==> src/rtl/fetch_queue_if.sv <==
// ----------------------------------------------------------------------------
// fetch_queue_if
// Bundles the three handshakes around the fetch front end:
//   imem_*            : one-outstanding-request instruction memory port
//   flush / flush_pc  : redirect from the back end
//   deq / valid / pc / instruction : head-of-queue port to the decoder
// Modports:
//   master : the fetch queue (drives the memory request and the decoder view)
//   slave  : the environment (memory, back end and decoder)
// ----------------------------------------------------------------------------
interface fetch_queue_if;
    logic [31:0] imem_address;
    logic        imem_read;
    logic [31:0] imem_rdata;
    logic        imem_resp;
    logic        flush;
    logic [31:0] flush_pc;
    logic        deq;
    logic        valid;
    logic [31:0] instruction;
    logic [31:0] pc;

    modport master (
        output imem_address, imem_read, valid, instruction, pc,
        input  imem_rdata, imem_resp, flush, flush_pc, deq
    );

    modport slave (
        input  imem_address, imem_read, valid, instruction, pc,
        output imem_rdata, imem_resp, flush, flush_pc, deq
    );
endinterface

==> src/rtl/fetch_queue.sv <==
// ----------------------------------------------------------------------------
// fetch_queue
// Instruction-fetch front end. Keeps the fetch PC, issues one memory request
// at a time, and buffers returned {pc, instruction} pairs in a circular queue
// read by the decoder. A flush empties the queue and restarts fetch; a
// response still in flight at flush time is waited out and dropped.
// Parameters:
//   DEPTH    : queue entries (power of two, >= 2)
//   RESET_PC : first fetch address after reset
// Ports:
//   clk : clock, rising edge
//   rst : synchronous reset, active low
//   bus : fetch_queue_if.master (memory port, redirect, decoder head port)
// ----------------------------------------------------------------------------
module fetch_queue #(
    parameter int          DEPTH    = 8,
    parameter logic [31:0] RESET_PC = 32'h0000_0060
) (
    input logic           clk,
    input logic           rst,
    fetch_queue_if.master bus
);
    localparam int          AW   = $clog2(DEPTH);
    localparam logic [AW:0] FULL = (AW + 1)'(DEPTH);
    localparam logic [AW:0] ONE  = (AW + 1)'(1);

    typedef enum logic [1:0] {
        ST_FETCH   = 2'd0,  // request outstanding, a queue slot is reserved
        ST_STALL   = 2'd1,  // queue full, no request
        ST_DISCARD = 2'd2   // waiting out a response from before a flush
    } state_t;

    state_t        r_state;
    logic          r_imem_read;
    logic [31:0]   r_fetch_pc;
    logic [31:0]   r_redirect_pc;
    logic [AW-1:0] r_head;
    logic [AW-1:0] r_tail;
    logic [AW:0]   r_count;
    logic [31:0]   r_q_pc    [DEPTH];
    logic [31:0]   r_q_instr [DEPTH];

    logic          w_valid;
    logic          w_deq;
    logic          w_enq;
    logic [AW:0]   w_count_next;

    assign w_valid = (r_count != '0);
    assign w_deq   = bus.deq && w_valid;
    // Only a response in FETCH carries a new-path instruction.
    assign w_enq   = (r_state == ST_FETCH) && bus.imem_resp;

    // Occupancy after this cycle's dequeue/enqueue, ignoring flush.
    always_comb begin
        // NOTE: default assignment first so no path leaves the value held (no latch).
        w_count_next = r_count;
        if (w_enq && !w_deq) begin
            w_count_next = r_count + ONE;
        end else if (!w_enq && w_deq) begin
            w_count_next = r_count - ONE;
        end
    end

    // NOTE: the entry storage has no reset; r_count decides which slots are
    // live, so an unwritten slot is never presented as valid.
    always_ff @(posedge clk) begin
        if (w_enq) begin
            r_q_pc[r_tail]    <= r_fetch_pc;
            r_q_instr[r_tail] <= bus.imem_rdata;
        end
    end

    always_ff @(posedge clk) begin
        if (!rst) begin
            r_state       <= ST_FETCH;
            r_imem_read   <= 1'b1;
            r_fetch_pc    <= RESET_PC;
            r_redirect_pc <= RESET_PC;
            r_head        <= '0;
            r_tail        <= '0;
            r_count       <= '0;
        end else if (bus.flush) begin
            r_head      <= '0;
            r_tail      <= '0;
            r_count     <= '0;
            r_imem_read <= 1'b1;
            // A request is still in flight when the FSM is issuing one and
            // no response arrives this cycle; keep the old address until it
            // returns and remember where to go afterwards.
            if (r_state != ST_STALL && !bus.imem_resp) begin
                r_state       <= ST_DISCARD;
                r_redirect_pc <= bus.flush_pc;
            end else begin
                r_state    <= ST_FETCH;
                r_fetch_pc <= bus.flush_pc;
            end
        end else begin
            if (w_deq) begin
                r_head <= r_head + AW'(1);
            end
            if (w_enq) begin
                r_tail <= r_tail + AW'(1);
            end
            r_count <= w_count_next;

            case (r_state)
                ST_FETCH: begin
                    if (bus.imem_resp) begin
                        r_fetch_pc <= r_fetch_pc + 32'd4;
                        // The next request needs a free slot to be reserved.
                        if (w_count_next == FULL) begin
                            r_state     <= ST_STALL;
                            r_imem_read <= 1'b0;
                        end
                    end
                end
                ST_STALL: begin
                    if (w_count_next != FULL) begin
                        r_state     <= ST_FETCH;
                        r_imem_read <= 1'b1;
                    end
                end
                ST_DISCARD: begin
                    if (bus.imem_resp) begin
                        r_fetch_pc <= r_redirect_pc;
                        r_state    <= ST_FETCH;
                    end
                end
                default: begin
                    r_state     <= ST_FETCH;
                    r_imem_read <= 1'b1;
                end
            endcase
        end
    end

    assign bus.imem_address = r_fetch_pc;
    assign bus.imem_read    = r_imem_read;
    assign bus.valid        = w_valid;
    assign bus.pc           = r_q_pc[r_head];
    assign bus.instruction  = r_q_instr[r_head];

endmodule

==> src/flat_wrapper.sv <==
// flat-port wrapper written by rule: the top's interface ports become plain ports
module fetch_queue_flat 
#(
    parameter int          DEPTH    = 8,
    parameter logic [31:0] RESET_PC = 32'h0000_0060
)
  (clk, rst, bus_imem_address, bus_imem_read, bus_valid, bus_instruction, bus_pc, bus_imem_rdata, bus_imem_resp, bus_flush, bus_flush_pc, bus_deq);
  fetch_queue_if bus_i ();
  input logic clk;
  input logic rst;
  output wire logic [$bits(bus_i.imem_address)-1:0] bus_imem_address;
  output wire logic [$bits(bus_i.imem_read)-1:0] bus_imem_read;
  output wire logic [$bits(bus_i.valid)-1:0] bus_valid;
  output wire logic [$bits(bus_i.instruction)-1:0] bus_instruction;
  output wire logic [$bits(bus_i.pc)-1:0] bus_pc;
  input wire logic [$bits(bus_i.imem_rdata)-1:0] bus_imem_rdata;
  input wire logic [$bits(bus_i.imem_resp)-1:0] bus_imem_resp;
  input wire logic [$bits(bus_i.flush)-1:0] bus_flush;
  input wire logic [$bits(bus_i.flush_pc)-1:0] bus_flush_pc;
  input wire logic [$bits(bus_i.deq)-1:0] bus_deq;
  assign bus_imem_address = bus_i.imem_address;
  assign bus_imem_read = bus_i.imem_read;
  assign bus_valid = bus_i.valid;
  assign bus_instruction = bus_i.instruction;
  assign bus_pc = bus_i.pc;
  assign bus_i.imem_rdata = bus_imem_rdata;
  assign bus_i.imem_resp = bus_imem_resp;
  assign bus_i.flush = bus_flush;
  assign bus_i.flush_pc = bus_flush_pc;
  assign bus_i.deq = bus_deq;
  fetch_queue #(.DEPTH(DEPTH), .RESET_PC(RESET_PC)) u_core (.clk(clk), .rst(rst), .bus(bus_i));
endmodule
==> config.mk <==
export PLATFORM = sky130hd
export DESIGN_NAME = fetch_queue_flat
export DESIGN_NICKNAME = d
export VERILOG_FILES = /design/src/rtl/fetch_queue_if.sv /design/src/rtl/fetch_queue.sv /design/src/flat_wrapper.sv
export SDC_FILE = /design/constraint.sdc
export NUM_CORES = 1
export LEC_CHECK = 0
export CORE_ASPECT_RATIO = 1.5
export CORE_MARGIN = 10
export CORE_UTILIZATION = 60
export CTS_CLUSTER_SIZE = 10
export DETAILED_ROUTE_END_ITERATION = 12
export DONT_BUFFER_PORTS = 1
export PLACE_DENSITY = 0.76
export REMOVE_ABC_BUFFERS = 1
export SLEW_MARGIN = 20
export SYNTH_ARGS = -nofsm -noshare
export SYNTH_HDL_FRONTEND = slang
export SYNTH_SLANG_ARGS = --single-unit
==> constraint.sdc <==
create_clock -name clk -period 10.8 [get_ports clk]
set_input_delay 0.54 -clock clk [delete_from_list [all_inputs] [get_ports clk]]
set_output_delay 0.54 -clock clk [all_outputs]
set_load 0.05 [all_outputs]
; ---- Word-level counts from Yosys, hierarchy flattened
; Memories as Yosys holds them, arrays and structs flattened. A register that Yosys moved wholly into a read port is not among the register bits.
; Cells that the tools add are included.
[totals]
regBits = 77
mem_bits_rw = 512
input_bits = 69
out_inout_bits = 98
elab_cells = 69
memories = 2
[memory_table]
columns = name, depth, width, rd, rd_ports_with_merged_regs, wr, line_no
row1 = u_core.r_q_instr, 8, 32, 1, 1, 1, fetch_queue.sv:41  ; logic [31:0] r_q_instr [DEPTH];
row2 = u_core.r_q_pc, 8, 32, 1, 1, 1, fetch_queue.sv:40  ; logic [31:0] r_q_pc [DEPTH];
[op_classes]
n_addsub = 5
n_eq_ne = 13
muxes = 24
bitwise_logic = 2
n_reduce_logical = 16
[ops]
columns = operator, n
row1 = 32-bit two-way mux, 4
row2 = 32-bit one-hot mux with 2 select lines, 1
row3 = "32-bit by 3-bit adder with 32-bit output, second input constant", 1
row4 = 2-bit two-way mux, 6
row5 = 3-bit two-way mux, 4
row6 = 4-bit AND reduction, 3
row7 = "3-bit inequality test, second input constant", 3
row8 = 4-bit two-way mux, 2
row9 = "3-bit by 1-bit adder with 3-bit output, second input constant", 2
row10 = "2-bit inequality test, second input constant", 3
row11 = 2-bit one-hot mux with 3 select lines, 1
row12 = 1-bit logical AND, 5
row13 = 1-bit two-way mux, 5
row14 = "4-bit by 1-bit adder with 4-bit output, second input constant", 1
row15 = "4-bit equality test, second input constant", 1
row16 = "2-bit by 1-bit inequality test with 1-bit output, second input constant", 2
row17 = "4-bit inequality test, second input constant", 1
row18 = 4-bit nonzero test, 1
row19 = "4-bit by 1-bit subtractor with 4-bit output, second input constant", 1
row20 = 1-bit logical NOT, 3
row21 = "3-bit by 2-bit inequality test with 1-bit output, second input constant", 1
row22 = 1-bit one-hot mux with 3 select lines, 1
row23 = 3-bit nonzero test, 1
row24 = "2-bit by 1-bit equality test with 1-bit output, second input constant", 1
row25 = other kinds (5), 6

; ---- Depth between registers and ports, before layout
; Gate-level depths: netlist of the first run.
[depth]
word_depth = 11
mapped_depth = 9
mapped_depth_nobuf = 7

; ---- Worst setup path after synthesis of the first run
; OpenSTA, ideal clock, no wires.
[synth_timing]
path_kind = input port to flip-flop
startpoint = in bus_imem_resp
endpoint = mem u_core.r_q_instr[4][0] (enable)
t_arrival_ns = 7.699
setup_slack_ns = 2.435
path_stages = 3
cell_sequence = or3b_1 -> buf_2 -> nor4b_1
[synth_via]
elab_chain_len = 3
[synth_lines]
columns = item, line_no
row1 = start: declaration, flat_wrapper.sv:17  ; input wire logic [$bits(bus_i.imem_resp)-1:0] bus_imem_resp;
row2 = 1-bit logical AND, fetch_queue.sv:51  ; assign w_enq = (r_state == ST_FETCH) && bus.imem_resp;
row3 = 1-bit two-way mux, fetch_queue.sv:67  ; if (w_enq) begin
row4 = 1-bit two-way mux (not written as such), fetch_queue.sv:69  ; r_q_instr[r_tail] <= bus.imem_rdata;
row5 = end: declaration, fetch_queue.sv:41
; No other way between the ends.

==> qor.csv, run 1 <==
metric;value;unit
f_max;0.275;GHz
Clk network pwr share;0.418;
initial antenna violation count;0;
post-DP HPWL;27.0;mm
share of layout cells above drive strength 1;0.248;
Via Count;11600;
CTS root buffer;clkbuf_16;
CTS Buf Count;69;
CP Data Arrival Time;3.10;ns
clk sinks;592;
Crit Path Category;reg -> out;
Routed Antenna Nets;0;
Place WS;7.49;ns
Netlist cell types;71;
GRT overflow;0;
share of flip-flops with an asynchronous set or reset;0;
Critical R2R Capture;u_core.r_q_pc[3][27];
Avg WL per Cell;26.9;um
worst reg2reg setup slack;8.04;ns
post-synthesis sequential area ratio;0.725;
H-tree levels;3;
Crit Path Max Fanout;105;
largest net degree at the start of global routing;106;
Peak VDD IR;0.135;mV
Sum Neg Setup Slack;0;ns
Final Hold Violating Endpoints;0;
full die area;47500;sq um
Clock Tree Buf Depth;3;
FF-to-FF path depth;6;
GRT Util Overall;0.204;
CP Launch Type;flop;
Die Ht;262;um
Sw Share;0.216;
area leader, netlist;edfxtp_1;
area grow syn2layout;10.7;%
CTS tree;done;
PwrDens;187;nW/um^2
fin worst setup slack;7.16;ns
Critical Path End Type;output pin;
Synth Cell Area;23400;sq um
Nets;1355;
first-pass detailed-route iteration total;5;
Die Wd;181;um
hold_buf cts;0;
Hold WC Path Type;in -> reg;
Finished Core Util;0.673;
Layout Skew;0.0236;ns
Tcrit/Tclk final;0.337;
most frequent cells in the layout;512 x edfxtp_1, 128 x mux4_2, 119 x nand2_1;
final period demand of the worst path;3.64;ns
Pint;0.00381;W
post-CTS setup repair buffer count;0;
synthesis-stage register bit count;592;
commonest non-fill, non-tap cell in the layout;edfxtp_1;
Rel. slew slack;0.282;
RSZ-0062 raised after global routing;no;
Max Cap Viol;0;
Synth Flop Type;edfxtp_1;
hold slack;0.0388;ns
DRT Wirelength;48.3;mm
clk_lat worst skew;0.59;ns
status;finished clean;
synth warn;0;
GPL Wtd Cong;0.812;
Sequential Power Share;0.533;
fill count;2449;
Core Area;38500;sq um
EDFF count, synth;512;
Slew @ Worst Pin;1.08;ns
fin. max-slew vios;0;
Yosys top cell area share;0.657;
setup violators final;0;
# DRC;0;
Vias/cell;6.47;
first-pass GRT wire length;74.0;mm
reg-to-reg startpoint;u_core.r_state[0];
largest cells by area after synthesis;edfxtp_1 66%, mux4_2 12%, dfxtp_1 6.8%, mux2_2 3.1%, nand2_1 1.9%;
Resize count post-CTS;0;
net switching power;0.00105;W
ANT cells;0;
Row Count;88;
port bufs;0;
CP Capture Point;bus_instruction[31];
Mapped Avg Cell Area;18.6;sq um
Initial Utilization;0.608;
Initial DRC Count;916;
Logic pwr share;0.049;
CTS clk-pin slew, worst paths;0.06;ns
LEAKAGE;8.09;nW
Cells after Synth;1262;
vias in the first global route;12000;
Worst EP required;10.26;ns
I/O pins;167;
worst min-delay path by stage:
stage                             start  slack, ns                  endpoint  cells past startpoint
3_3_place_gp   u_core.r_redirect_pc[18]       0.45  u_core.r_redirect_pc[18]                      2
3_5_place_dp    u_core.r_redirect_pc[5]       0.46   u_core.r_redirect_pc[5]                      2
5_1_grt               bus_imem_rdata[4]       0.02    u_core.r_q_instr[3][4]                      0
4_1_cts                             rst       0.01   u_core.r_redirect_pc[5]                      1
6_report                            rst       0.04   u_core.r_redirect_pc[5]                      1
2_1_floorplan   u_core.r_redirect_pc[5]       0.44   u_core.r_redirect_pc[5]                      2
layout make-up:
type	count	area, sq um	share of cell area
tap	495	619	0.0239
sequential	592	17000	0.655
inverter	9	33.8	0.00130
clock inverter	5	51.3	0.00198
clock buffer	87	1870	0.0720
multi-input combinational	585	6130	0.236
timing repair buffer	24	240	0.00926
cells in the mapped netlist (14+ instances only):
cell and count:
nand3_1 15, edfxtp_1 512, o21ai_0 14, mux2_2 64, nor2_1 20, buf_2 23
a21boi_0 39, dfxtp_1 80, nand2_1 119, mux4_2 128, a22o_1 15, clkbuf_1 47
critical path, cell delays in order, from the launching register on:
cell and delay [ns]:
dfxtp_4 0.66, buf_12 0.66, mux4_2 0.61, mux2_2 0.41
power groups by stage:
stage / logic (W) / clock network, W / registers [W]
4_1_cts: 0.000242 / 0.00207 / 0.00259
3_5_place_dp: 0.000240 / 0 / 0.00264
5_1_grt: 0.000254 / 0.00216 / 0.00259
2_1_floorplan: 0.000200 / 0 / 0.00263
3_3_place_gp: 0.000237 / 0 / 0.00263
6_report: 0.000239 / 0.00203 / 0.00259
stage by stage:
stage / std cells / total power, W / instance area [sq um]
after floorplan: 1186 / 0.00283 / 23100
after global placement: 1703 / 0.00287 / 23900
after detailed placement: 1703 / 0.00288 / 23900
after CTS: 1795 / 0.00490 / 25900
after global routing: 1797 / 0.00501 / 25900
final: 1797 / 0.00486 / 25900
metal layers:
| metal | vias up | wire [um] | GRT usage |
|---|---|---|---|
| met3 | 64 | 3380 | 0.0490 |
| met2 | 391 | 25300 | 0.354 |
| met1 | 6044 | 18600 | 0.247 |
| met5 | - | 0 | 0 |
| met4 | 0 | 1060 | 0.0729 |
| li1 | 5126 | - | - |
cells by family after synthesis:
group	synth area share
AND/OR/NAND/NOR	0.0477
multiplexers	0.156
XOR/XNOR	0.00224
adder cells (fa/ha/maj)	0.00315
AO/OA/AOI/OAI	0.0503
flip-flops	0.725
buffers and inverters	0.0156
flip-flops by register name (all words and copies together), names as in the netlist, named ones only:
signal / cells
u_core.r_q_instr: 256
u_core.r_count: 4
u_core.r_head: 3
u_core.r_state: 2
u_core.bus.imem_read: 1
u_core.bus.imem_address: 32
u_core.r_tail: 3
u_core.r_redirect_pc: 32
u_core.r_q_pc: 256
(Power assumes the default switching activity.)
==> run 2, diff against run 1 <==
--- a/config.mk
+++ b/config.mk
@@ -5,6 +5,7 @@
 export SDC_FILE = /design/constraint.sdc
 export NUM_CORES = 1
 export LEC_CHECK = 0
+export ABC_AREA = 1
 export CORE_ASPECT_RATIO = 1.5
 export CORE_MARGIN = 10
 export CORE_UTILIZATION = 60
==> constraint.sdc (replaced) <==
create_clock -name clk -period 3.4 [get_ports clk]
set_input_delay 0.17 -clock clk [delete_from_list [all_inputs] [get_ports clk]]
set_output_delay 0.17 -clock clk [all_outputs]
set_load 0.05 [all_outputs]
==> qor.csv, run 2 <==
metric;value;unit
most frequent cells in the layout;512 x edfxtp_1, 480 x nor2_1, 296 x o21ai_0;
count leader, synth;edfxtp_1;
Slew @ Worst Pin;1.12;ns
Yosys top cell area share;0.648;
RSZ-0062 raised after global routing;no;
Peak VDD IR;0.406;mV
CTS clk-pin slew, worst paths;0.05;ns
reg-to-reg startpoint;u_core.r_state[1];
clk sinks;592;
Crit Path Category;reg -> out;
GPL Wtd Cong;0.905;
Vias/cell;6.08;
post-CTS setup repair buffer count;0;
hold_sp;rst;
share of layout cells above drive strength 1;0.108;
first-pass GRT wire length;91.6;mm
Cells after Synth;2037;
synth warn;0;
status;finished clean;
Row Count;89;
fin. max-slew vios;0;
area leader, netlist;edfxtp_1;
Hold WC Path Type;in -> reg;
commonest non-fill, non-tap cell in the layout;edfxtp_1;
Via Count;16600;
top flop regs;u_core.r_q_instr x256, u_core.r_q_pc x256;
I/O pins;167;
DRT Wirelength;58.8;mm
final period demand of the worst path;3.19;ns
CTS tree;done;
setup violators final;0;
post-DP HPWL;33.3;mm
Initial DRC Count;1390;
initial antenna violation count;0;
Avg WL per Cell;21.6;um
H-tree levels;3;
first-pass detailed-route iteration total;5;
Routed Antenna Nets;0;
Final Hold Violating Endpoints;0;
Crit Path Max Fanout;62;
Synth top cells by count;512 x edfxtp_1, 489 x nor2_1, 296 x o21ai_0;
CTS Buf Count;69;
fill count;2537;
Finished Core Util;0.710;
Netlist cell types;41;
Worst EP required;3.23;ns
LEAKAGE;9.67;nW
CTS root buffer;clkbuf_16;
clk_lat worst skew;0.57;ns
full die area;48100;sq um
Die Ht;264;um
Mapped Avg Cell Area;11.6;sq um
area grow syn2layout;17.3;%
Rel. slew slack;0.254;
Layout Skew;0.0142;ns
Max Cap Viol;0;
Initial Utilization;0.605;
port bufs;0;
EDFF count, synth;512;
vias in the first global route;16700;
PwrDens;578;nW/um^2
# DRC;0;
Die Wd;182;um
Sum Neg Setup Slack;0;ns
Clock Tree Buf Depth;3;
Synth Flop Type;edfxtp_1;
CP Data Arrival Time;3.02;ns
Synth Cell Area;23700;sq um
synthesis-stage register bit count;592;
Critical Path End Type;output pin;
Tcrit/Tclk final;0.939;
GRT Util Overall;0.238;
hold slack;0.139;ns
CP Launch Type;flop;
GRT overflow;0;
largest cells by area after synthesis;edfxtp_1 65%, nor2_1 7.7%, dfxtp_1 6.7%, o21ai_0 6.2%, nand2_1 2.4%;
largest net degree at the start of global routing;108;
f_max;0.313;GHz
Nets;2276;
share of flip-flops with an asynchronous set or reset;0;
Place WS;0.812;ns
Core Area;39200;sq um
ANT cells;0;
post-synthesis sequential area ratio;0.715;
fin worst setup slack;0.206;ns
[run 2: cell types whose count changed after synthesis, sizes merged, moves of 39 or more]
cell    change
nor2      +477
o21ai     +284
mux4      -128
a31oi      +70
mux2       -64
o22ai      +64
a21oi      +52
inv        +46
clkbuf     +40
a21boi     -39
[run 2: logic make-up (layout without fill, tap and decap cells)]
| family | count (synthesis) | after routing | share of synthesized area |
|---|---|---|---|
| AND/OR/NAND/NOR | 700 | 700 | 0.118 |
| XOR/XNOR | 21 | 21 | 0.00775 |
| flip-flops | 592 | 592 | 0.715 |
| adder cells (fa/ha/maj) | 5 | 5 | 0.00264 |
| buffers and inverters | 181 | 372 | 0.0305 |
| AO/OA/AOI/OAI | 538 | 538 | 0.126 |
[run 2: report_power, final]
part | internal [W] | total (W) | switching, W
Combinational | 0.000422 | 0.00148 | 0.00105
Clock | 0.00385 | 0.00646 | 0.00261
Sequential | 0.00807 | 0.00816 | 0.0000881
Total | 0.0123 | 0.0161 | 0.00375
[run 2: path summary, 6_finish.rpt]
path	endpoint	slack, ns	cells past startpoint
max	bus_pc[14]	0.21	7
min	u_core.r_redirect_pc[23]	0.14	2
max reg2reg	u_core.bus.imem_address[12]	0.27	8
min reg2reg	u_core.r_redirect_pc[27]	0.47	2
[run 2: area by class of cell]
class,count,area (sq um),share of cell area
clock inverters,2,10.0,0.000360
clock buffers,95,1910,0.0686
flip-flops and latches,592,17000,0.610
inverters,56,220,0.00791
multi-input cells,1264,6090,0.219
well taps,500,626,0.0225
repair buffers,219,1990,0.0715
[run 2: through the flow]
stage	power, W	area, sq um	std cells
floorplan	0.00919	23200	1912
global placement	0.00959	25000	2537
detailed placement	0.00962	25000	2537
CTS	0.0161	27800	2728
global route	0.0166	27800	2728
finish	0.0161	27800	2728
[run 2: timing repair]
action	CTS	global route
endpoints found under the hold margin	336	0
setup endpoints to repair	0	0
resized for setup	0	0
hold buffers	94	0
[run 2: routing by layer]
metal,routed length (um),vias up,track usage
li1,-,7643,-
met1,22100,8144,0.282
met2,30600,684,0.418
met3,4520,119,0.0504
met4,1630,0,0.0873
met5,0,-,0
[run 2: worst max-delay path, stage by stage, from the launching register on]
cell     delay [ns]
dfxtp_4        0.49
inv_4          0.57
buf_4          0.43
o21ai_0        0.18
o22ai_1        0.14
nor2_1         0.06
a31oi_1        0.27
buf_4          0.26
